`src/rtl/ex_mem_pipe_pkg.sv`:
```
// Shared constants and encodings for the EX->MEM stage register.
// The payload reset values below are what MEM sees for an empty stage.
package ex_mem_pipe_pkg;

  localparam int DATA_W_DEF  = 32;
  localparam int RADDR_W_DEF = 5;
  localparam int MEMOP_W_DEF = 4;
  localparam int CNT_W_DEF   = 16;

  localparam logic RST_ENABLE    = 1'b1;
  localparam logic WRITE_ENABLE  = 1'b1;
  localparam logic WRITE_DISABLE = 1'b0;
  localparam int   NOP_REG_ADDR  = 0;
  localparam int   ZERO_WORD     = 0;

  typedef enum logic [3:0] {
    MEMOP_NONE = 4'h0,
    MEMOP_LB   = 4'h1,
    MEMOP_LH   = 4'h2,
    MEMOP_LW   = 4'h3,
    MEMOP_SB   = 4'h4,
    MEMOP_SH   = 4'h5,
    MEMOP_SW   = 4'h6
  } memop_e;

  localparam int MEMOP_NONE_VAL = 0;

endpackage

```
`src/rtl/ex_mem_pipe_if.sv`:
```
// One pipeline link: valid/ready handshake plus the write-back and memory fields.
// The producer uses master, the consumer uses slave.
interface ex_mem_pipe_if
  import ex_mem_pipe_pkg::*;
#(
  parameter int DATA_W  = DATA_W_DEF,
  parameter int RADDR_W = RADDR_W_DEF,
  parameter int MEMOP_W = MEMOP_W_DEF
);
  logic               valid;
  logic               ready;
  logic [RADDR_W-1:0] wreg_addr;
  logic               wreg_enable;
  logic [DATA_W-1:0]  wdata;
  logic [MEMOP_W-1:0] memop;
  logic [DATA_W-1:0]  mem_addr;
  logic [DATA_W-1:0]  sdata;

  modport master (
    output valid, wreg_addr, wreg_enable, wdata, memop, mem_addr, sdata,
    input  ready
  );

  modport slave (
    input  valid, wreg_addr, wreg_enable, wdata, memop, mem_addr, sdata,
    output ready
  );
endinterface

```
`src/rtl/pipe_skid_buf.sv`:
```
// Generic two-entry valid/ready buffer: a main output register plus a skid entry,
// so upstream ready comes straight from a flop. Flush empties both entries.
module pipe_skid_buf #(
  parameter int WIDTH = 8
) (
  input  logic             clk,
  input  logic             rst,
  input  logic             flush,
  input  logic             in_valid,
  output logic             in_ready,
  input  logic [WIDTH-1:0] in_data,
  output logic             out_valid,
  input  logic             out_ready,
  output logic [WIDTH-1:0] out_data
);

  logic             main_valid_q, main_valid_d;
  logic             skid_valid_q, skid_valid_d;
  logic [WIDTH-1:0] main_data_q, main_data_d;
  logic [WIDTH-1:0] skid_data_q, skid_data_d;
  logic             accept, advance;

  assign in_ready  = ~skid_valid_q;
  assign out_valid = main_valid_q;
  assign out_data  = main_data_q;
  assign accept    = in_valid & ~skid_valid_q;
  assign advance   = ~main_valid_q | out_ready;

  always_comb begin
    main_valid_d = main_valid_q;
    skid_valid_d = skid_valid_q;
    main_data_d  = main_data_q;
    skid_data_d  = skid_data_q;
    if (flush) begin
      main_valid_d = 1'b0;
      skid_valid_d = 1'b0;
    end else if (advance) begin
      // Skid holds the older op, so it drains before anything new is taken.
      if (skid_valid_q) begin
        main_valid_d = 1'b1;
        main_data_d  = skid_data_q;
        skid_valid_d = 1'b0;
      end else begin
        main_valid_d = accept;
        if (accept) main_data_d = in_data;
      end
    end else if (accept) begin
      skid_valid_d = 1'b1;
      skid_data_d  = in_data;
    end
  end

  always_ff @(posedge clk or posedge rst) begin
    if (rst) begin
      main_valid_q <= 1'b0;
      skid_valid_q <= 1'b0;
      main_data_q  <= '0;
      skid_data_q  <= '0;
    end else begin
      main_valid_q <= main_valid_d;
      skid_valid_q <= skid_valid_d;
      main_data_q  <= main_data_d;
      skid_data_q  <= skid_data_d;
    end
  end

endmodule

```
`src/rtl/ex_mem_pipe.sv`:
```
// EX->MEM stage register: skid-buffered handshake, NOP forcing of empty slots,
// ALU-result forwarding toward ID/EX and a saturating MEM stall counter.
module ex_mem_pipe
  import ex_mem_pipe_pkg::*;
#(
  parameter int DATA_W  = DATA_W_DEF,
  parameter int RADDR_W = RADDR_W_DEF,
  parameter int MEMOP_W = MEMOP_W_DEF,
  parameter int CNT_W   = CNT_W_DEF
) (
  input  logic               clk,
  input  logic               rst,
  input  logic               flush,
  ex_mem_pipe_if.slave       ex,
  ex_mem_pipe_if.master      mem,
  output logic               fwd_enable,
  output logic [RADDR_W-1:0] fwd_addr,
  output logic [DATA_W-1:0]  fwd_data,
  output logic [CNT_W-1:0]   stall_cnt
);

  localparam int PW = RADDR_W + 1 + DATA_W + MEMOP_W + 2 * DATA_W;

  logic [PW-1:0]      in_pl, out_pl;
  logic               out_valid;
  logic [RADDR_W-1:0] o_wreg_addr;
  logic               o_wreg_enable;
  logic [DATA_W-1:0]  o_wdata, o_mem_addr, o_sdata;
  logic [MEMOP_W-1:0] o_memop;
  logic [CNT_W-1:0]   stall_cnt_q, stall_cnt_d;

  assign in_pl = {ex.wreg_addr, ex.wreg_enable, ex.wdata, ex.memop, ex.mem_addr, ex.sdata};

  pipe_skid_buf #(.WIDTH(PW)) u_buf (
    .clk       (clk),
    .rst       (rst),
    .flush     (flush),
    .in_valid  (ex.valid),
    .in_ready  (ex.ready),
    .in_data   (in_pl),
    .out_valid (out_valid),
    .out_ready (mem.ready),
    .out_data  (out_pl)
  );

  assign {o_wreg_addr, o_wreg_enable, o_wdata, o_memop, o_mem_addr, o_sdata} = out_pl;

  // An empty slot must look like a NOP to MEM, whatever stale data the flops hold.
  always_comb begin
    mem.valid       = out_valid;
    mem.wreg_addr   = RADDR_W'(NOP_REG_ADDR);
    mem.wreg_enable = WRITE_DISABLE;
    mem.wdata       = DATA_W'(ZERO_WORD);
    mem.memop       = MEMOP_W'(MEMOP_NONE_VAL);
    mem.mem_addr    = DATA_W'(ZERO_WORD);
    mem.sdata       = DATA_W'(ZERO_WORD);
    if (out_valid) begin
      mem.wreg_addr   = o_wreg_addr;
      mem.wreg_enable = o_wreg_enable;
      mem.wdata       = o_wdata;
      mem.memop       = o_memop;
      mem.mem_addr    = o_mem_addr;
      mem.sdata       = o_sdata;
    end
  end

  // Loads produce their value only in MEM, so only pure ALU results are forwarded.
  assign fwd_enable = out_valid & o_wreg_enable & (o_memop == MEMOP_W'(MEMOP_NONE_VAL));
  assign fwd_addr   = mem.wreg_addr;
  assign fwd_data   = mem.wdata;

  always_comb begin
    stall_cnt_d = stall_cnt_q;
    if (out_valid && !mem.ready && (stall_cnt_q != {CNT_W{1'b1}}))
      stall_cnt_d = stall_cnt_q + CNT_W'(1);
  end

  always_ff @(posedge clk or posedge rst) begin
    if (rst) stall_cnt_q <= '0;
    else     stall_cnt_q <= stall_cnt_d;
  end

  assign stall_cnt = stall_cnt_q;

endmodule
```
`src/flat_wrapper.sv`:
```
// flat-port wrapper written by rule: the top's interface ports become plain ports
module ex_mem_pipe_flat import ex_mem_pipe_pkg::*;
#(
  parameter int DATA_W  = DATA_W_DEF,
  parameter int RADDR_W = RADDR_W_DEF,
  parameter int MEMOP_W = MEMOP_W_DEF,
  parameter int CNT_W   = CNT_W_DEF
)
  (clk, rst, flush, fwd_enable, fwd_addr, fwd_data, stall_cnt, ex_valid, ex_wreg_addr, ex_wreg_enable, ex_wdata, ex_memop, ex_mem_addr, ex_sdata, ex_ready, mem_valid, mem_wreg_addr, mem_wreg_enable, mem_wdata, mem_memop, mem_mem_addr, mem_sdata, mem_ready);
  ex_mem_pipe_if #(.DATA_W(DATA_W), .RADDR_W(RADDR_W), .MEMOP_W(MEMOP_W)) ex_i ();
  ex_mem_pipe_if #(.DATA_W(DATA_W), .RADDR_W(RADDR_W), .MEMOP_W(MEMOP_W)) mem_i ();
  input  logic clk;
  input  logic rst;
  input  logic flush;
  output logic fwd_enable;
  output logic [RADDR_W-1:0] fwd_addr;
  output logic [DATA_W-1:0] fwd_data;
  output logic [CNT_W-1:0] stall_cnt;
  input wire logic [$bits(ex_i.valid)-1:0] ex_valid;
  input wire logic [$bits(ex_i.wreg_addr)-1:0] ex_wreg_addr;
  input wire logic [$bits(ex_i.wreg_enable)-1:0] ex_wreg_enable;
  input wire logic [$bits(ex_i.wdata)-1:0] ex_wdata;
  input wire logic [$bits(ex_i.memop)-1:0] ex_memop;
  input wire logic [$bits(ex_i.mem_addr)-1:0] ex_mem_addr;
  input wire logic [$bits(ex_i.sdata)-1:0] ex_sdata;
  output wire logic [$bits(ex_i.ready)-1:0] ex_ready;
  output wire logic [$bits(mem_i.valid)-1:0] mem_valid;
  output wire logic [$bits(mem_i.wreg_addr)-1:0] mem_wreg_addr;
  output wire logic [$bits(mem_i.wreg_enable)-1:0] mem_wreg_enable;
  output wire logic [$bits(mem_i.wdata)-1:0] mem_wdata;
  output wire logic [$bits(mem_i.memop)-1:0] mem_memop;
  output wire logic [$bits(mem_i.mem_addr)-1:0] mem_mem_addr;
  output wire logic [$bits(mem_i.sdata)-1:0] mem_sdata;
  input wire logic [$bits(mem_i.ready)-1:0] mem_ready;
  assign ex_i.valid = ex_valid;
  assign ex_i.wreg_addr = ex_wreg_addr;
  assign ex_i.wreg_enable = ex_wreg_enable;
  assign ex_i.wdata = ex_wdata;
  assign ex_i.memop = ex_memop;
  assign ex_i.mem_addr = ex_mem_addr;
  assign ex_i.sdata = ex_sdata;
  assign ex_ready = ex_i.ready;
  assign mem_valid = mem_i.valid;
  assign mem_wreg_addr = mem_i.wreg_addr;
  assign mem_wreg_enable = mem_i.wreg_enable;
  assign mem_wdata = mem_i.wdata;
  assign mem_memop = mem_i.memop;
  assign mem_mem_addr = mem_i.mem_addr;
  assign mem_sdata = mem_i.sdata;
  assign mem_i.ready = mem_ready;
  ex_mem_pipe #(.DATA_W(DATA_W), .RADDR_W(RADDR_W), .MEMOP_W(MEMOP_W), .CNT_W(CNT_W)) u_core (.clk(clk), .rst(rst), .flush(flush), .ex(ex_i), .mem(mem_i), .fwd_enable(fwd_enable), .fwd_addr(fwd_addr), .fwd_data(fwd_data), .stall_cnt(stall_cnt));
endmodule
```
`config.mk`:
```
export PLATFORM = sky130hd
export DESIGN_NAME = ex_mem_pipe_flat
export DESIGN_NICKNAME = d
export VERILOG_FILES = /design/src/rtl/ex_mem_pipe_pkg.sv /design/src/rtl/ex_mem_pipe_if.sv /design/src/rtl/pipe_skid_buf.sv /design/src/rtl/ex_mem_pipe.sv /design/src/flat_wrapper.sv
export SDC_FILE = /design/constraint.sdc
export NUM_CORES = 1
export LEC_CHECK = 0
export CAP_MARGIN = 40
export CORE_MARGIN = 3
export CORE_UTILIZATION = 30
export CTS_CLUSTER_DIAMETER = 100
export DETAILED_ROUTE_END_ITERATION = 6
export GPL_TIMING_DRIVEN = 0
export PLACE_DENSITY = 0.58
export SYNTH_ARGS = -nofsm -noshare
export SYNTH_HDL_FRONTEND = slang
export SYNTH_HIERARCHICAL = 1
export SYNTH_SLANG_ARGS = --single-unit
```
`constraint.sdc`:
```
create_clock -name clk -period 8.75 [get_ports clk]
set_input_delay 1.3125 -clock clk [delete_from_list [all_inputs] [get_ports clk]]
set_output_delay 1.3125 -clock clk [all_outputs]
set_load 0.05 [all_outputs]
```
# Word level (Yosys, flattened, before mapping)
# Index checks and enable logic that the tools add are counted.
# totals
output_inout_bits	162
n_memories	0
romBits	0
regBits	230
ram_bits	0
word_cells	38
in_bits	111
latchBits	0
# op_classes
n_mul	0
shift	0
eq_ne	1
addsub	1
n_bitwise	8
order_cmp	0
n_div	0
n_mux	14
reduce_logical	9
# ops
operator	n
$mux W106	2
$mux W32	3
$add A16 B1 Y16 const B	1
$ne A16 B16 Y1 const B	1
$mux W1	7
$reduce_and A3 Y1	2
$mux W5	1
$logic_not A4 Y1	1
$mux W4	1
$not A1 Y1	4
$reduce_bool A2 Y1	2
$and A1 B1 Y1	3
$reduce_bool A3 Y1	1
$logic_and A1 B1 Y1	2
$logic_not A1 Y1	1
$or A1 B1 Y1	1

# Depth between registers and ports, before layout
# Gate-level depths: netlist of run 1.
# depth
ltp_word	5
depth_mapped	6

# Modules after synthesis
# The synthesis of run 1 kept the hierarchy.
# by_module_without_submodules
mod	n_inst	cells_each	area_each_um2	seq_area_each_um2
pipe_skid_buf	1	576	9225.1	5355.1
ex_mem_pipe	1	238	1859.3	400.4

# Least setup slack after synthesis of run 1
# OpenSTA, ideal clock, no wires.
# synth_timing
path_kind	flip-flop to output port
startpoint	register u_core.u_buf.main_valid_q (netlist: u_core/u_buf/out_valid)
endpoint	output mem_wdata[10]
setup_slack_ns	5.477
required_time_ns	7.438
arrival_time_ns	1.961
stages_incl_launch_ff	6
path_cell_list	dfrtp_1 > buf_6 > buf_2 > clkbuf_1 > and2_1 > buf_4
# synth_between
elab_chain_len	1
# synth_rtl
item	line	source
from (decl)	pipe_skid_buf.sv:17	logic main_valid_q, main_valid_d;
from (signal assigned)	pipe_skid_buf.sv:60	main_valid_q <= main_valid_d;
$mux W32	ex_mem_pipe.sv:57	if (out_valid) begin
to (decl)	flat_wrapper.sv:30	output wire logic [$bits(mem_i.wdata)-1:0] mem_wdata;
# No other way between the ends.

# Worst setup path after layout of run 1
# layout_timing
startpoint	register u_core.u_buf.main_valid_q (netlist: u_core/u_buf/out_valid)
endpoint	output mem_wdata[12]
# The elaborated chain is that of the path after synthesis.

==> out/summary.txt, run 1 <==
Area share of xor/xnor cells in the synthesized design = 0.790%
Die area = 0.0393 mm^2
Dpl ws = 4.86 ns
DIE WIDTH = 198 um
Post-Syn Nets = 926
FF/Latch Area = 0.00576 mm^2
Post-synth top area share = 51.9%
Total power draw = 3.37 mW
Period minus WS final = 4.35 ns
Floorplan row count = 69
Crit start category = flop
Hold path startpoint = u_core/u_buf/out_data[38]$_DFFE_PP0P_
Setup Viol. Count Final = 0
Outcome = completed
Number of buffers created by CTS = 27
Hold WS = 0.481 ns
GPL Wtd Cong = 0.745
Final WS setup = 4.40 ns
Ys async rst share = 100%
Via count = 7,266
Clock skew = 0.0272 ns
Reg2Reg Depth = 5
Resized Gates After CTS = 0
Seq/Total Area, Yosys = 51.9%
Arr. time, crit path = 3.03 ns
Maximum clock insertion buffer count = 3
Distinct cells, synth = 39
Highest clock rate = 0.230 GHz
Met3 usage = 3.90%
Placed Cells = 1,548
DP HPWL = 19,900 um
Post-synthesis compound-gate area fraction = 0.598%
RSZ-0062 raised after global routing = false
Class of the worst hold path = reg -> reg
Drt total wl = 28,300 um
Top_reg_cell synth = dfrtp_1
Critical path peak fanout = 10
Crit-path slowest cell = clkdlybuf4s50_1
Layout cells sized above 1 = 35.4%
Post-synth EDFFs = 0
Ordered list of cells on the worst path = buf_6 > buf_2 > clkbuf_1 > and2_1 > buf_4 > clkdlybuf4s50_1
GR Util met1 = 19.4%
Area added between synthesis and finish = 38.1%
Layout Cells excl Fill = 1,598
Number of fill cells = 3,450
Footprint of the multi-input gates = 0.00474 mm^2
Die height = 198 um
Cell family with most CP delay = buffers and inverters
CTS Hold Bufs = 0
Initial antenna violation count = 1
Synth Area in Simple Gates = 8.62%
Initial DRT Pass Iterations = 4
Clock latency at the later pin of the worst-skew pair = 0.54 ns
RR Startpoint = u_core/stall_cnt[0]$_DFFE_PP0P_
Core Footprint = 0.0360 mm^2
Vias per inst = 4.55
Mean Syn Cell Area = 13.6 um^2
Cell taking the most area after synthesis = dfrtp_1
Max cap viols = 0
Adder-cell share of the synthesized area = 0.113%
Slew HR = 47.5%
Routed length per placed instance = 17.7 um
WP buf/inv = 5
Postcts setup bufs = 0
Fraction of synthesized area in multiplexers = 32.6%
Vias in the first global route = 7,787
Total track usage = 14.2%
IO Port Bufs = 272
Top-count cell post-synth = mux2_2
First-pass GRT wire length = 44,400 um
Yosys warning count = 6
Starting Density = 30.8%
Reg2reg setup slack = 6.57 ns
Critical Path RT = 7.44 ns
Synth Instances = 814
Peak supply drop = 0.142 mV
CP max stage delay = 0.79 ns
Max Slew Vio Count = 0
R2R Path End = u_core/stall_cnt[14]$_DFFE_PP0P_
Leakage = 6.39 nW
Hold endpoint = u_core/u_buf/out_data[38]$_DFFE_PP0P_
Synth area leaders = dfrtp_1 (52%), mux2_2 (29%), and2_1 (6.0%), mux2_1 (4.1%), buf_4 (2.8%)
Commonest cells in the netlist = mux2_2 (281), dfrtp_1 (230), and2_1 (107), buf_4 (41), mux2_1 (40)
Seq cells post-synth = 230
Starting DRT DRC Count = 187
Clk root buf = clkbuf_16
Boundary Pins = 273
Final Hold Fails = 0
Clk slew on worst S/H paths = 0.06 ns
Endpoint type of the worst setup path = primary output
Setup CP Type = reg -> out
Busiest grt layer = met2
Nets@finish = 1,228
Actual slew at the worst max-slew pin = 0.788 ns
Netlist Area Pre-Place = 0.0111 mm^2
Tcrit/Tclk final = 49.7%
Largest net degree at the start of global routing = 113
GR Overflow Total = 0
DRC = 0
Antenna viol nets, final = 0
CTS sink count = 230
Main combinational cell family by area after synthesis = multiplexers
Hold path depth = 1
PD cells = 220 mW/mm^2
H-tree depth = 1
Final Core Density = 42.5%
CTS tree = done
Met2 track utilization from global routing = 22.4%
-- cell usage in the layout (no fill, tap or decap), drive strengths merged, types with 3 or more instances in the layout --
cell	Yosys	final
mux2	321	321
clkdlybuf4s50	0	272
dfrtp	230	230
and2	107	107
buf	69	70
clkbuf	16	55
xor2	8	8
nand3	8	8
nor3	8	8
clkinv	0	7
inv	6	7
nand2	6	6
nor4	6	6
nor2	5	5
nand4	3	3
nand2b	3	3
-- power by group --
group / total (mW) / switching [mW] / internal [mW]
logic: 0.847 / 0.447 / 0.400
clock network: 1.12 / 0.447 / 0.675
registers: 1.40 / 0.107 / 1.29
total: 3.37 / 1.00 / 2.37
-- logic make-up (layout without fill, tap and decap cells) --
group / count (synthesis) / in the layout
compound gates: 9 / 9
other cells: 0 / 1
mux: 321 / 321
buf+inv: 91 / 413
xor+xnor: 10 / 10
fa+ha+maj: 1 / 1
flops: 230 / 230
simple gates: 152 / 152
-- routing by layer --
metal	wire, um	up-vias
met2	12800	181
met4	595	0
met5	0	-
met1	13100	3643
met3	1860	34
li1	-	3408
-- sequential cells by signal (all words and copies together), names as in the netlist --
register / flops
u_core/stall_cnt: 16
u_core/u_buf/out_data: 106
u_core/u_buf/out_valid: 1
u_core/u_buf/skid_data_q: 106
u_core/u_buf/skid_valid_q: 1
-- cell type report --
class                   count  area share (%)
well taps                 461            3.77
diodes                      1          0.0163
flip-flops and latches    230            37.6
multi-input cells         493            30.9
repair buffers            273            18.0
plain buffers              85            3.72
clock inverters            10           0.678
inverters                   6           0.196
clock buffers              39            5.10
-- how the worst max path moves through the flow --
stage	startpoint	to	depth (start not counted)
2_1_floorplan	rst	u_core/u_buf/out_data[0]$_DFFE_PP0P_	1
3_5_place_dp	u_core/u_buf/out_valid$_DFFE_PP0P_	mem_wdata[17]	6
5_1_grt	u_core/u_buf/out_valid$_DFFE_PP0P_	mem_wdata[28]	6
6_report	u_core/u_buf/out_valid$_DFFE_PP0P_	mem_wdata[12]	6
4_1_cts	u_core/u_buf/out_valid$_DFFE_PP0P_	mem_wdata[17]	6
3_3_place_gp	rst	u_core/u_buf/out_data[56]$_DFFE_PP0P_	2
-- per-stage QoR --
stage          area [um^2]  TNS, ns
2_1_floorplan        11100        0
3_3_place_gp         14400  -428.75
3_5_place_dp         14400        0
4_1_cts              15300        0
5_1_grt              15300        0
6_report             15300        0
-- worst register-to-register path: stages, from the launching register on --
cell and delay [ns]:
dfrtp_1 0.42, ha_1 0.34, nand3_1 0.21, or3_1 0.47
nor4_1 0.26, mux2_2 0.37
No activity file was read; power rests on OpenSTA's default activity.
==> run 2: changes to the inputs <==
PLACE_DENSITY = 0.6   (was 0.58)
clock period = 3.9 ns   (was 8.75 ns; I/O delays follow)
==> run 2 against run 1 <==
  * Sequential share of layout area increased by 0.068 points
  * Cell count decreased by 0.25%
  * Critical path depth unchanged
  * Clock skew decreased by 0.011 ns
  * Combinational power increased by 130%
  * Sequential power increased by 130%
  * Non-clock buffer count increased by 5
  * Count of clock-buffer cells in the layout unchanged
  * Setup slack got worse by 4.1 ns
  * First-iteration DRC count decreased by 14%
==> out/summary.txt, run 2 (synthesized netlist as in run 1, its figures left out) <==
DRC = 0
Clock skew = 0.0164 ns
Peak supply drop = 0.310 mV
First-pass GRT wire length = 44,600 um
Max cap viols = 0
Most common cell after layout, fill and taps aside = mux2_2
Antenna viol nets, final = 0
GPL Wtd Cong = 0.745
Max Slew Vio Count = 0
Clock latency at the later pin of the worst-skew pair = 0.53 ns
Placed Cells = 1,553
Routed length per placed instance = 17.7 um
Final Instance Area = 0.0153 mm^2
RSZ-0062 raised after global routing = false
Drt total wl = 28,300 um
GR Overflow Total = 0
Period minus WS final = 3.55 ns
Class of the worst hold path = reg -> reg
Die height = 198 um
Power Internal = 5.13 mW
Arr. time, crit path = 2.97 ns
Initial DRT Pass Iterations = 4
Resized Gates After CTS = 0
Boundary Pins = 273
Highest clock rate = 0.282 GHz
Starting DRT DRC Count = 161
Core Footprint = 0.0360 mm^2
Endpoint type of the worst setup path = primary output
Clock Power Share = 31.0%
Area added between synthesis and finish = 37.8%
Leakage = 6.36 nW
Setup Viol. Count Final = 0
Floorplan row count = 69
Largest net degree at the start of global routing = 37
Maximum clock insertion buffer count = 3
Switching Share = 30.0%
DP HPWL = 20,200 um
Final Hold Fails = 0
Outcome = completed
Number of fill cells = 3,432
Clk root buf = clkbuf_16
NetSw = 2.20 mW
CP max stage delay = 0.79 ns
Diode count = 0
Critical path peak fanout = 10
Layout Cells excl Fill = 1,594
Actual slew at the worst max-slew pin = 0.707 ns
IO Port Bufs = 272
Crit start category = flop
Tcrit/Tclk final = 91.0%
Via count = 7,316
FF/Latch Area = 0.00576 mm^2
Setup CP Type = reg -> out
Clk slew on worst S/H paths = 0.06 ns
Combinational share of power = 26.0%
Starting Density = 30.8%
Vias per inst = 4.59
H-tree depth = 1
PD cells = 480 mW/mm^2
DIE WIDTH = 198 um
Slew HR = 52.9%
Postcts setup bufs = 0
Footprint of the multi-input gates = 0.00474 mm^2
Critical Path RT = 3.31 ns
Crit-path slowest cell = clkdlybuf4s50_1
Vias in the first global route = 7,829
Hold WS = 0.478 ns
Nets@finish = 1,233
Total track usage = 14.1%
Initial antenna violation count = 2
Ordered list of cells on the worst path = buf_6 > buf_2 > clkbuf_1 > and2_1 > buf_4 > clkdlybuf4s50_1
Most frequent cells in the layout = mux2_2 (281), clkdlybuf4s50_1 (272), dfrtp_1 (230), and2_1 (107), buf_4 (41)
CTS tree = done
Sequential share of power = 43.0%
Number of buffers created by CTS = 27
Layout cells sized above 1 = 35.0%
CTS Hold Bufs = 0
Die area = 0.0393 mm^2
Post-DP Area = 0.0145 mm^2
CTS sink count = 230
==> run 2: worst max-delay path: cells and delay by family, from the launching register on <==
family | cells | cell delay, ns
buffers and inverters | 5 | 1.78
DFF | 1 | 0.40
and+or+nand+nor | 1 | 0.24
==> run 2: stage by stage <==
stage	TNS, ns	total power [mW]	setup WS [ns]	util, %
floorplan	0	4.45	0.531	-
global placement	-317.79	5.06	-1.51	40.0
detailed placement	0	5.12	0.790	40.3
CTS	0	7.48	0.180	42.4
global route	0	7.72	0.0810	42.4
finish	0	7.33	0.349	42.4
==> run 2: cell type report <==
cell class / count / area share (%)
plain buffers: 85 / 3.73
clock buffers: 39 / 4.98
clock inverters: 2 / 0.0655
inverters: 6 / 0.172
multi-input cells: 493 / 31.0
flip-flops and latches: 230 / 37.7
well taps: 461 / 3.78
repair buffers: 278 / 18.6
==> run 2: metal layers <==
layer | vias up | global-route usage, % | routed length [um]
li1 | 3407 | - | -
met1 | 3660 | 19.1 | 13000
met2 | 204 | 22.6 | 12800
met3 | 41 | 3.91 | 1860
met4 | 4 | 3.07 | 644
met5 | - | 0 | 30
==> run 2: path summary, 6_finish.rpt <==
| kind | from | to | slack [ns] | depth (start not counted) |
|---|---|---|---|---|
| min reg2reg | u_core/u_buf/out_data[28]$_DFFE_PP0P_ | u_core/u_buf/out_data[28]$_DFFE_PP0P_ | 0.48 | 1 |
| min in group asynchronous | rst | u_core/u_buf/out_data[21]$_DFFE_PP0P_ | 0.49 | 2 |
| max reg2reg | u_core/stall_cnt[0]$_DFFE_PP0P_ | u_core/stall_cnt[14]$_DFFE_PP0P_ | 1.74 | 5 |
| max | u_core/u_buf/out_valid$_DFFE_PP0P_ | mem_wdata[12] | 0.35 | 6 |
| max in group asynchronous | rst | u_core/u_buf/out_data[61]$_DFFE_PP0P_ | 2.37 | 5 |
| min | u_core/u_buf/out_data[28]$_DFFE_PP0P_ | u_core/u_buf/out_data[28]$_DFFE_PP0P_ | 0.48 | 1 |
==> run 2: power groups by stage <==
stage          Sequential [mW]  Clock [mW]  Combinational (mW)
3_3_place_gp              3.17           0                1.90
4_1_cts                   3.15        2.38                1.94
6_report                  3.15        2.27                1.91
3_5_place_dp              3.19           0                1.93
5_1_grt                   3.22        2.46                2.04
2_1_floorplan             3.19           0                1.26
==> run 3: changes to the inputs <==
SYNTH_HIERARCHICAL = unset   (was 1)
==> run 3 against run 2 <==
  * Design area down 2.6%
  * Core utilization up 0.53 points
  * Global-route usage up 1.2 points
==> out/summary.txt, run 3 <==
Met3 routed WL = 1630 um
Seq cells post-synth = 230
Initial DRT Pass Iterations = 4
Core Footprint = 0.0346 mm^2
Critical Path RT = 3.31 ns
Slew HR = 46.1%
Starting DRT DRC Count = 197
Number of buffers created by CTS = 27
First-pass GRT wire length = 46,400 um
Cell taking the most area after synthesis = dfrtp_1
Die area = 0.0376 mm^2
Seq/Total Area, Yosys = 54.4%
CTS tree = done
Nets@finish = 1,345
Most common cell after layout, fill and taps aside = clkdlybuf4s50_1
Footprint of the multi-input gates = 0.00426 mm^2
IO Port Bufs = 272
Final Instance Area = 0.0149 mm^2
Post-synth EDFFs = 0
Setup_tns = 0 ns
Die height = 194 um
Met2 wire length = 14,400 um
Most frequent cells in the layout = clkdlybuf4s50_1 (272), dfrtp_1 (230), nor2_1 (114), a21oi_1 (110)
DP HPWL = 21,800 um
Top-count cell post-synth = dfrtp_1
Via count = 7,771
Final Core Density = 43.0%
Dpl ws = 0.481 ns
Top Metal Used = met5
Top_reg_cell synth = dfrtp_1
Tcrit/Tclk final = 85.0%
Clk slew on worst S/H paths = 0.06 ns
Antenna viol nets, final = 0
Layout cells sized above 1 = 18.3%
Arr. time, crit path = 2.73 ns
Class of the worst hold path = in -> async
Critical path peak fanout = 18
Cell family with most CP delay = buffers and inverters
Max cap viols = 0
Total track usage = 15.3%
Final Hold Fails = 0
DIE WIDTH = 194 um
Largest net degree at the start of global routing = 37
Setup Viol. Count Final = 0
Yosys warning count = 0
Hold WS = 0.492 ns
Crit start category = flop
Synth Instances = 925
Total power draw = 7.47 mW
Area added between synthesis and finish = 40.5%
Highest clock rate = 0.302 GHz
FF/Latch Area = 0.00576 mm^2
GR Overflow Total = 0
CTS sink count = 230
Post-Syn Nets = 1,037
Period minus WS final = 3.32 ns
Setup CP Type = reg -> out
Synth area leaders = dfrtp_1 (54%), mux2_2 (11%), mux2i_1 (10%), and2_1 (6.3%), a21oi_1 (5.2%)
Placed Cells = 1,660
Distinct cells, synth = 27
Post-synth top area share = 54.4%
Commonest cells in the netlist = dfrtp_1 (230), nor2_1 (114), a21oi_1 (110), and2_1 (107), mux2_2 (107)
CTS Hold Bufs = 0
Peak supply drop = 0.281 mV
Mean Syn Cell Area = 11.4 um^2
CP max stage delay = 0.80 ns
Maximum clock insertion buffer count = 3
RSZ-0062 raised after global routing = false
Drt total wl = 29,500 um
Postcts setup bufs = 0
M1 WL = 13,000 um
Floorplan row count = 68
Crit-path slowest cell = clkdlybuf4s50_1
Routed length per placed instance = 17.3 um
Final WS setup = 0.584 ns
PD cells = 502 mW/mm^2
Number of fill cells = 3,338
Outcome = completed
Reg2reg setup slack = 1.11 ns
Initial antenna violation count = 2
Endpoint type of the worst setup path = primary output
Netlist Area Pre-Place = 0.0106 mm^2
Resized Gates After CTS = 0
WP buf/inv = 4
Clk root buf = clkbuf_16
Actual slew at the worst max-slew pin = 0.808 ns
Vias per inst = 4.56
GPL Wtd Cong = 0.732
DRC = 0
Starting Density = 30.6%
Diode count = 0
Layout Cells excl Fill = 1,704
Clock skew = 0.0150 ns
H-tree depth = 1
Ordered list of cells on the worst path = buf_6 > clkbuf_1 > and2_1 > buf_4 > clkdlybuf4s50_1
Clock latency at the later pin of the worst-skew pair = 0.53 ns
Post-DP Area = 0.0140 mm^2
Leakage = 6.07 nW
Max Slew Vio Count = 0
Vias in the first global route = 7,996
Boundary Pins = 273
Ys async rst share = 100%
run 3: logic make-up (layout without fill, tap and decap cells):
family / after synthesis / in the layout / synth area share, %
AOI/OAI and AO/OA: 115 / 115 / 5.51
muxes: 213 / 213 / 21.4
xor gates and xnor gates: 11 / 11 / 0.910
buffers and inverters: 100 / 424 / 5.41
DFF: 230 / 230 / 54.4
adders and majority gates: 1 / 1 / 0.118
and+or+nand+nor: 255 / 255 / 12.3
run 3: power by group:
| part | leakage, nW | total [mW] | switching, mW | internal [mW] |
|---|---|---|---|---|
| registers | 2.70 | 3.13 | 0.256 | 2.88 |
| logic | 2.96 | 1.90 | 1.07 | 0.832 |
| clock network | 0.412 | 2.44 | 0.975 | 1.47 |
| total | 6.07 | 7.47 | 2.30 | 5.18 |
run 3: metal layers:
| metal | track usage, % | vias up |
|---|---|---|
| met3 | 3.44 | 40 |
| met5 | 0 | - |
| met4 | 3.01 | 4 |
| li1 | - | 3734 |
| met2 | 26.2 | 176 |
| met1 | 20.0 | 3817 |
run 3: final timing paths:
check                                                          start                                   endpoint  cells past startpoint
setup reg to reg               u_core.u_buf.skid_valid_q$_DFFE_PP0P_      u_core.u_buf.out_data[70]$_DFFE_PP0P_                      7
hold / removal                                                   rst      u_core.u_buf.out_data[94]$_DFFE_PP0P_                      2
hold reg to reg            u_core.u_buf.skid_data_q[105]$_DFFE_PP0P_  u_core.u_buf.skid_data_q[105]$_DFFE_PP0P_                      1
max in group asynchronous                                        rst   u_core.u_buf.skid_data_q[13]$_DFFE_PP0P_                      4
min in group clk           u_core.u_buf.skid_data_q[105]$_DFFE_PP0P_  u_core.u_buf.skid_data_q[105]$_DFFE_PP0P_                      1
setup / recovery                  u_core.u_buf.out_valid$_DFFE_PP0N_                              mem_wdata[31]                      5
run 3: area by class of cell:
cell class              instances  share of cell area, %
repair buffers                280                   19.4
well taps                     455                   3.83
clock inverters                 5                  0.505
plain buffers                  95                   3.73
clock buffers                  40                   5.14
inverters                       4                  0.126
flip-flops and latches        230                   38.7
multi-input cells             595                   28.6
